==> src/rtl/mini_calc_seq.sv <==
// Command FIFO + issue sequencer in front of the mini calculator; results are held on a valid/ready port.
// Optional build macro MINI_CALC_SEQ_SKIP_NOP_EN drops queued NOP commands instead of issuing them.
module mini_calc_seq #(
    parameter int                         INPUT_BIT_WIDTH = 8,
    parameter int                         INSTR_BIT_WIDTH = 4,
    parameter int                         FIFO_DEPTH      = 4,
    parameter int                         CALC_LATENCY    = 2,
    parameter logic [INSTR_BIT_WIDTH-1:0] CODE_INSTR_NOP  = 4'b1111
) (
    input  logic                             Clk,
    input  logic                             ResetN,
    input  logic                             InValid,
    output logic                             InReady,
    input  logic [INSTR_BIT_WIDTH-1:0]       InInstruction,
    input  logic [INPUT_BIT_WIDTH-1:0]       InA,
    input  logic [INPUT_BIT_WIDTH-1:0]       InB,
    output logic [INSTR_BIT_WIDTH-1:0]       CalcInstruction,
    output logic [INPUT_BIT_WIDTH-1:0]       CalcInputA,
    output logic [INPUT_BIT_WIDTH-1:0]       CalcInputB,
    input  logic [INPUT_BIT_WIDTH-1:0]       CalcOutputA,
    input  logic [INPUT_BIT_WIDTH-1:0]       CalcOutputB,
    output logic                             OutValid,
    input  logic                             OutReady,
    output logic [INPUT_BIT_WIDTH-1:0]       OutA,
    output logic [INPUT_BIT_WIDTH-1:0]       OutB,
    output logic [$clog2(FIFO_DEPTH):0]      QueueLevel,
    output logic                             Busy,
    output logic [1:0]                       DbgState
);
    // Handshakes: a transfer happens on a rising edge where valid && ready;
    // valid is never withdrawn and payload never changes until that edge.
    localparam int PTR_W = $clog2(FIFO_DEPTH);
    localparam int LVL_W = PTR_W + 1;
    localparam int CNT_W = $clog2(CALC_LATENCY + 1);
    localparam int CMD_W = INSTR_BIT_WIDTH + 2 * INPUT_BIT_WIDTH;

    typedef enum logic [1:0] {
        S_IDLE   = 2'd0,
        S_WAIT   = 2'd1,
        S_RESULT = 2'd2
    } state_t;

    state_t                       r_state;
    state_t                       w_next_state;
    logic [CMD_W-1:0]             r_mem [FIFO_DEPTH];
    logic [PTR_W-1:0]             r_wr_ptr;
    logic [PTR_W-1:0]             r_rd_ptr;
    logic [LVL_W-1:0]             r_level;
    logic [CNT_W-1:0]             r_cnt;
    logic                         w_push;
    logic                         w_pop;
    logic                         w_issue;
    logic                         w_capture;
    logic                         w_empty;
    logic                         w_head_nop;
    logic [CMD_W-1:0]             w_head;
    logic [INSTR_BIT_WIDTH-1:0]   w_head_instr;
    logic [INPUT_BIT_WIDTH-1:0]   w_head_a;
    logic [INPUT_BIT_WIDTH-1:0]   w_head_b;

    assign InReady      = (r_level != LVL_W'(FIFO_DEPTH));
    assign w_push       = InValid && InReady;
    assign w_empty      = (r_level == '0);
    assign w_head       = r_mem[r_rd_ptr];
    assign w_head_instr = w_head[CMD_W-1 -: INSTR_BIT_WIDTH];
    assign w_head_a     = w_head[2*INPUT_BIT_WIDTH-1 -: INPUT_BIT_WIDTH];
    assign w_head_b     = w_head[INPUT_BIT_WIDTH-1:0];
`ifdef MINI_CALC_SEQ_SKIP_NOP_EN
    assign w_head_nop   = (w_head_instr == CODE_INSTR_NOP);
`else
    assign w_head_nop   = 1'b0;
`endif
    assign QueueLevel   = r_level;
    assign Busy         = (r_state != S_IDLE) || !w_empty;
    assign DbgState     = r_state;

    always_comb begin
        w_next_state = r_state;
        w_pop        = 1'b0;
        w_issue      = 1'b0;
        w_capture    = 1'b0;
        case (r_state)
            S_IDLE: begin
                if (!w_empty) begin
                    w_pop = 1'b1;
                    if (!w_head_nop) begin
                        w_issue      = 1'b1;
                        w_next_state = S_WAIT;
                    end
                end
            end
            S_WAIT: begin
                if (r_cnt == CNT_W'(1)) begin
                    w_capture    = 1'b1;
                    w_next_state = S_RESULT;
                end
            end
            S_RESULT: begin
                if (OutReady) begin
                    w_next_state = S_IDLE;
                    // Chaining the next issue onto the accept edge keeps the pipe at L+1 cycles/op.
                    if (!w_empty) begin
                        w_pop = 1'b1;
                        if (!w_head_nop) begin
                            w_issue      = 1'b1;
                            w_next_state = S_WAIT;
                        end
                    end
                end
            end
            default: w_next_state = S_IDLE;
        endcase
    end

    always_ff @(posedge Clk) begin
        if (w_push) begin
            r_mem[r_wr_ptr] <= {InInstruction, InA, InB};
        end
    end

    always_ff @(posedge Clk or negedge ResetN) begin
        if (!ResetN) begin
            r_wr_ptr <= '0;
            r_rd_ptr <= '0;
            r_level  <= '0;
        end else begin
            if (w_push) r_wr_ptr <= r_wr_ptr + PTR_W'(1);
            if (w_pop)  r_rd_ptr <= r_rd_ptr + PTR_W'(1);
            case ({w_push, w_pop})
                2'b10:   r_level <= r_level + LVL_W'(1);
                2'b01:   r_level <= r_level - LVL_W'(1);
                default: r_level <= r_level;
            endcase
        end
    end

    always_ff @(posedge Clk or negedge ResetN) begin
        if (!ResetN) begin
            r_state         <= S_IDLE;
            r_cnt           <= '0;
            CalcInstruction <= CODE_INSTR_NOP;
            CalcInputA      <= '0;
            CalcInputB      <= '0;
            OutValid        <= 1'b0;
            OutA            <= '0;
            OutB            <= '0;
        end else begin
            r_state <= w_next_state;
            if (w_issue) begin
                r_cnt           <= CNT_W'(CALC_LATENCY);
                CalcInstruction <= w_head_instr;
                CalcInputA      <= w_head_a;
                CalcInputB      <= w_head_b;
            end else if (w_capture) begin
                CalcInstruction <= CODE_INSTR_NOP;
                CalcInputA      <= '0;
                CalcInputB      <= '0;
            end
            if (r_state == S_WAIT && !w_capture) begin
                r_cnt <= r_cnt - CNT_W'(1);
            end
            if (w_capture) begin
                OutValid <= 1'b1;
                OutA     <= CalcOutputA;
                OutB     <= CalcOutputB;
            end else if (r_state == S_RESULT && OutReady) begin
                OutValid <= 1'b0;
            end
        end
    end
endmodule
==> config.mk <==
export PLATFORM = sky130hd
export DESIGN_NAME = mini_calc_seq
export DESIGN_NICKNAME = d
export VERILOG_FILES = /design/src/rtl/mini_calc_seq.sv
export SDC_FILE = /design/constraint.sdc
export NUM_CORES = 1
export LEC_CHECK = 0
export CAP_MARGIN = 25
export CORE_ASPECT_RATIO = 1.25
export CORE_MARGIN = 4
export CORE_UTILIZATION = 55
export CTS_CLUSTER_DIAMETER = 100
export CTS_CLUSTER_SIZE = 25
export DETAILED_ROUTE_END_ITERATION = 10
export DONT_BUFFER_PORTS = 1
export PLACE_DENSITY = 0.78
export SYNTH_ARGS = -nofsm -noshare
export SYNTH_HDL_FRONTEND = slang
export SYNTH_SLANG_ARGS = --single-unit
==> constraint.sdc <==
create_clock -name Clk -period 5.75 [get_ports Clk]
set_clock_uncertainty 0.1 [all_clocks]
set_input_delay 0.2875 -clock Clk [delete_from_list [all_inputs] [get_ports Clk]]
set_output_delay 0.2875 -clock Clk [all_outputs]
set_load 0.005 [all_outputs]
==> results of run 1 <==
## path summary, 6_finish.rpt
| path | start | endpoint | cells after the start |
|---|---|---|---|
| hold reg to reg | r_cnt[0]$_DFFE_PN0P_ | r_cnt[0]$_DFFE_PN0P_ | 1 |
| setup / recovery | DbgState[1]$_DFFE_PN0P_ | QueueLevel[2]$_DFFE_PN0P_ | 9 |
| max in group asynchronous | ResetN | CalcInstruction[3]$_DFFE_PN1P_ | 2 |
| min in group asynchronous | ResetN | OutA[5]$_DFFE_PN0P_ | 2 |
| setup reg to reg | DbgState[1]$_DFFE_PN0P_ | QueueLevel[2]$_DFFE_PN0P_ | 9 |
| hold / removal | OutReady | DbgState[0]$_DFFE_PN0P_ | 2 |
## kinds of logic after synthesis
kind of cell | after synthesis | share of synthesized area [%]
adder cells (fa/ha/maj) | 7 | 1.87
multiplexers | 58 | 17.6
AND/OR/NAND/NOR | 38 | 4.39
flip-flops | 128 | 71.1
buffers and inverters | 34 | 3.20
AO/OA/AOI/OAI | 7 | 0.813
XOR/XNOR | 6 | 1.03
## worst max-delay path: stages (launching register included)
cell and delay, ns:
dfrtp_1 0.44, nor2b_1 0.21, nor3_4 0.11, buf_4 0.37, ha_1 0.26, inv_1 0.06, fa_1 0.38, xor2_1 0.17
nor2_1 0.11, xor2_1 0.16
## registers in the layout, summed over array words and instances, names as in the netlist
register,count
QueueLevel,3
OutB,8
DbgState,2
CalcInputB,8
r_wr_ptr,2
r_rd_ptr,2
OutValid,1
r_mem,80
CalcInstruction,4
OutA,8
CalcInputA,8
r_cnt,2
## layout by cell type (no fill, tap or decap), types with 6 or more instances in the layout
cell type / count
clkbuf_1: 6
clkbuf_16: 16
dfrtp_1: 44
dlygate4sd3_1: 39
edfxtp_1: 80
ha_1: 6
inv_1: 24
mux2_2: 19
mux2i_1: 17
mux4_1: 8
mux4_2: 12
nand2_1: 19
## routing by layer
layer | track usage, % | up-vias | part of all wire (%)
li1 | - | 1140 | -
met1 | 19.6 | 1198 | 37
met2 | 31.6 | 82 | 54
met3 | 6.82 | 16 | 7.0
met4 | 8.77 | 0 | 2.2
met5 | 0 | - | 0
## timing repair
item / CTS / global route
hold buffers: 40 / 0
setup endpoints to repair: 0 / 0
endpoints found under the hold margin: 148 / 0
## power by group through the flow
stage	Sequential, mW	Clock, mW	Combinational (mW)
2_1_floorplan	1.43	0	0.740
3_3_place_gp	1.51	0	0.810
6_report	1.51	1.01	0.862
5_1_grt	1.55	1.08	0.957
4_1_cts	1.52	1.03	0.879
3_5_place_dp	1.53	0	0.834
## cell type report
class | count | area (sq um) | area share (%)
repair buffers | 42 | 433 | 7.04
inverters | 24 | 90.1 | 1.46
well taps | 120 | 150 | 2.44
multi-input cells | 116 | 1310 | 21.2
clock inverters | 8 | 111 | 1.81
clock buffers | 24 | 450 | 7.32
flip-flops and latches | 128 | 3610 | 58.7
==> summary.md, run 1 <==
| Metric | Value |
|---|---|
| Row cnt | 38 |
| Post-cts gate resize count | 0 |
| Yosys top cell area share | 47.3% |
| Outcome | finished, final reports clean |
| Switching part of the total | 28.7% |
| Port Buffers | 0 |
| Drt wl/cell | 19.6 um |
| Total Routing Usage GR | 18.2% |
| Pwr Density | 550 mW/mm^2 |
| DIE AREA | 0.0108 sq mm |
| Area Growth Syn to Fin | 21.1% |
| Clock latency on the worst-skew pair | 0.51 ns |
| First-pass GRT wire length | 14.2 mm |
| Placed cell areas | 0.00517 sq mm |
| Post-Route Utilization | 69.5% |
| CP Max Fanout | 23 |
| RSZ-0062 raised after global routing | false |
| Finished Layout Cells | 462 |
| CTS root buf | clkbuf_8 |
| Tcrit/Tclk final | 42.4% |
| Synth top cells by count | edfxtp_1 (80), dfrtp_1 (44), inv_1 (24) |
| WP data arrival | 2.77 ns |
| Design internal power | 2.41 mW |
| Unique masters post-synth | 34 |
| Share of layout cells above drive strength 1 | 21.3% |
| Synth Flop Type | edfxtp_1 |
| Total design power | 3.38 mW |
| YS warnings | 0 |
| Mean Syn Cell Area | 18.3 sq um |
| Top Ports | 84 |
| Clk pwr share | 29.9% |
| Layout Nets | 376 |
| Worst Max-Slew Pin Slew | 0.953 ns |
| Overflow left after global routing | 0 |
| Routability Congestion | 0.747 |
| Detailed Place HPWL | 5.19 mm |
| Antenna diodes | 0 |
| Post-Synthesis Cells | 278 |
| Core ar. | 0.00884 sq mm |
| Post-Synthesis Net Count | 325 |
| Net Switching | 0.973 mW |
| Hold Crit Class | input pin to register |
| Vias | 2436 |
| Vias in the first global route | 2712 |
| Top post-synthesis cells by area | edfxtp_1 (47%), dfrtp_1 (22%), mux4_2 (5.3%), mux2_2 (4.2%), mux4_1 (4.1%) |
| Initial Utilization | 57.4% |
| Inst Count DP | 390 |
| Fillers | 592 |
| Worst-path clk slew | 0.05 ns |
| # setup viols final | 0 |
| Hold slack | 0.0501 ns |
| Reg power frac | 44.7% |
| Async SR Flop Fraction | 37.5% |
| Largest net degree at the start of global routing | 49 |
| Clock tree buffer depth | 2 |
| Combinational power share | 25.5% |
| Static leakage | 2.41 nW |
| Routed vias/inst | 5.27 |
| Cell with the most instances after synthesis | edfxtp_1 |
| Final setup slack of the worst path | 3.31 ns |
| Rel. slew slack | 36.5% |
| Flop-to-flop setup slack | 3.31 ns |
| Initial antenna violation count | 0 |
| CP Class | register to register |
| Final Instance Area | 0.00615 sq mm |
| Cell taking the most area after synthesis | edfxtp_1 |
| EDFF count, synth | 80 |
| Final setup TNS | 0 ns |
| Die Ht | 115 um |
| Setup WS pre-CTS | 3.28 ns |
| FMAX | 410 MHz |
| First drt pass iteration count | 4 |
| Width of the die | 93.9 um |
| Iter 0 DRT Violations | 106 |
| Htree depth | 4 |
| Sequential area share after synthesis | 71.1% |
| WP data required | 6.08 ns |
| Num CTS Buffers | 17 |
| CTS tree | yes |
| MaxCap Viol Count | 0 |
| Cell Area, Synth | 0.00508 sq mm |
| Final Max Tran Viols | 0 |
| Crit path time final | 2.44 ns |
| Startpoint types | register |
| TritonCTS sink count | 128 |
| Final ANT Viol Nets | 0 |
| Peak supply drop | 249 uV |
| Post-synthesis register bit count | 128 |
| Post-CTS Setup Bufs | 0 |
| DRT Wirelength | 9.04 mm |
| DRC | 0 |
| CP endpoint kind | register |
| Final Hold Vio Count | 0 |
Power figures use the tool's default switching activity.
==> inputs of run 2 (changes only) <==
clock period = 2.55 ns   (was 5.75 ns; I/O delays follow)
==> summary.md, run 2 (same netlist as run 1, synthesis figures left out) <==
| Metric | Value |
|---|---|
| Crit path time final | 2.31 ns (-0.135 ns) |
| Layout Nets | 380 (+1.1%) |
| CP endpoint kind | register |
| Total Routing Usage GR | 17.8% (-0.39 points) |
| CTS root buf | clkbuf_8 |
| Tcrit/Tclk final | 90.4% (+48 points) |
| Worst reg-to-reg path cell count | 9 (unchanged) |
| TritonCTS sink count | 128 (unchanged) |
| Width of the die | 93.9 um (unchanged) |
| Largest net degree at the start of global routing | 49 (unchanged) |
| RSZ-0062 raised after global routing | false |
| # setup viols final | 0 (unchanged) |
| Core ar. | 0.00884 sq mm (unchanged) |
| First drt pass iteration count | 4 (unchanged) |
| Outcome | finished, final reports clean |
| Port Buffers | 0 (unchanged) |
| DRT Wirelength | 8.82 mm (-2.5%) |
| Iter 0 DRT Violations | 96 (-9.4%) |
| Share of layout cells above drive strength 1 | 22.0% (+0.62 points) |
| Antenna diodes | 0 (unchanged) |
| MaxCap Viol Count | 0 (unchanged) |
| Vias | 2483 (+1.9%) |
| Top Ports | 84 (unchanged) |
| Detailed Place HPWL | 5.23 mm (+0.84%) |
| CP Class | register to register |
| Die Ht | 115 um (unchanged) |
| Initial Utilization | 57.4% (unchanged) |
| Final Hold Vio Count | 0 (unchanged) |
| First-pass GRT wire length | 14.0 mm (-1.6%) |
| Inst Count DP | 394 (+1.0%) |
| Most frequent cells in the layout | edfxtp_1 (80), dfrtp_1 (44), dlygate4sd3_1 (39) |
| Startpoint types | register |
| Routed vias/inst | 5.33 (+1.1%) |
| Max reg flops | 80 (unchanged) |
| Rel. slew slack | 55.2% (+19 points) |
| FMAX | 434 MHz (+5.9%) |
| Final ANT Viol Nets | 0 (unchanged) |
| Post-Route Utilization | 69.8% (+0.23 points) |
| CP Max Fanout | 6 (-74%) |
| Placed cell areas | 0.00520 sq mm (+0.58%) |
| R2r endpoint | QueueLevel[2]$_DFFE_PN0P_ |
| Static leakage | 2.43 nW (+0.55%) |
| Drt wl/cell | 18.9 um (-3.3%) |
| Final Instance Area | 0.00617 sq mm (+0.33%) |
| CTS tree | yes |
| Clock tree buffer depth | 2 (unchanged) |
| Overflow left after global routing | 0 (unchanged) |
| Largest Register | r_mem |
| Finished Layout Cells | 466 (+0.87%) |
| Final setup TNS | 0 ns (unchanged) |
| Routability Congestion | 0.757 (+1.3%) |
| Worst Max-Slew Pin Slew | 0.668 ns (-0.285 ns) |
| Vias in the first global route | 2650 (-2.3%) |
| Flop-to-flop setup slack | 0.24 ns (-3.06 ns) |
| Final Max Tran Viols | 0 (unchanged) |
| Clock latency on the worst-skew pair | 0.51 ns (about the same) |
| Num CTS Buffers | 17 (unchanged) |
| WP data required | 2.88 ns (-3.20 ns) |
| Post-CTS Setup Bufs | 0 (unchanged) |
| Row cnt | 38 (unchanged) |
| Worst R2R Start | QueueLevel[2]$_DFFE_PN0P_ |
| DIE AREA | 0.0108 sq mm (unchanged) |
| Peak supply drop | 603 uV (+140%) |
| DRC | 0 (unchanged) |
| Most common cell after layout, fill and taps aside | edfxtp_1 |
| WP data arrival | 2.64 ns (-0.13 ns) |
| Hold Crit Class | input pin to async pin |
| Worst-path clk slew | 0.06 ns (about the same) |
| Htree depth | 4 (unchanged) |
| Pwr Density | 1230 mW/mm^2 (+120%) |
| Area Growth Syn to Fin | 21.5% |
| Initial antenna violation count | 0 (unchanged) |
[run 2: changes by cell type in the layout (fill, tap and decap cells not counted)]
cell      previous run  this run
clkinv_1             3         4
buf_4                2         6
clkbuf_8             2         1
[run 2: area by class of cell]
class	instances	area, sq um
Timing Repair Buffer	46	463
Sequential cell	128	3610
Inverter	24	90.1
Multi-Input combinational cell	116	1310
Clock inverter	9	115
Fill cell	601	2670
Clock buffer	23	437
Tap cell	120	150
[run 2: report_power, final]
group | total [mW] | switching (mW) | internal, mW
sequential | 3.30 | 0.376 | 2.93
clock | 2.23 | 0.765 | 1.47
combinational | 2.07 | 1.02 | 1.04
total | 7.60 | 2.16 | 5.44
[run 2: layer usage]
| metal | vias up | track usage (%) | wire length [um] |
|---|---|---|---|
| li1 | 1141 | - | - |
| met1 | 1242 | 20.0 | 3280 |
| met2 | 83 | 30.6 | 4740 |
| met3 | 17 | 6.30 | 630 |
| met4 | 0 | 8.00 | 177 |
| met5 | - | 0 | 0 |
[run 2: how the worst max path moves through the flow]
stage | end | slack (ns) | startpoint | depth (start not counted)
5_1_grt | QueueLevel[2]$_DFFE_PN0P_ | 0.10 | QueueLevel[2]$_DFFE_PN0P_ | 9
2_1_floorplan | QueueLevel[2]$_DFFE_PN0P_ | 0.32 | QueueLevel[1]$_DFFE_PN0P_ | 9
6_report | QueueLevel[2]$_DFFE_PN0P_ | 0.24 | QueueLevel[2]$_DFFE_PN0P_ | 9
3_3_place_gp | QueueLevel[2]$_DFFE_PN0P_ | 0.28 | QueueLevel[2]$_DFFE_PN0P_ | 9
4_1_cts | QueueLevel[2]$_DFFE_PN0P_ | 0.22 | QueueLevel[2]$_DFFE_PN0P_ | 9
3_5_place_dp | QueueLevel[2]$_DFFE_PN0P_ | 0.24 | QueueLevel[2]$_DFFE_PN0P_ | 9
[run 2: metrics by stage]
step                hold WS, ns  power (mW)  setup slack (ns)
finish                   0.0724        7.60             0.245
global route             0.0776        8.07             0.100
CTS                      0.0439        7.70             0.221
detailed placement       -0.267        5.36             0.238
global placement         -0.267        5.27             0.277
floorplan                -0.268        4.90             0.325
[run 2: critical path, cell delays in order (launching register included)]
cell	delay, ns
dfrtp_1	0.42
or3b_4	0.44
and2_4	0.19
inv_1	0.05
ha_1	0.17
inv_1	0.06
fa_1	0.37
xor2_1	0.17
nor2_1	0.11
xor2_1	0.15
[run 2: what timing repair did]
item | 4_1_cts | 5_1_grt
hold buffers | 40 | 0
hold endpoints to repair | 150 | 0
gates resized for setup | 0 | 0
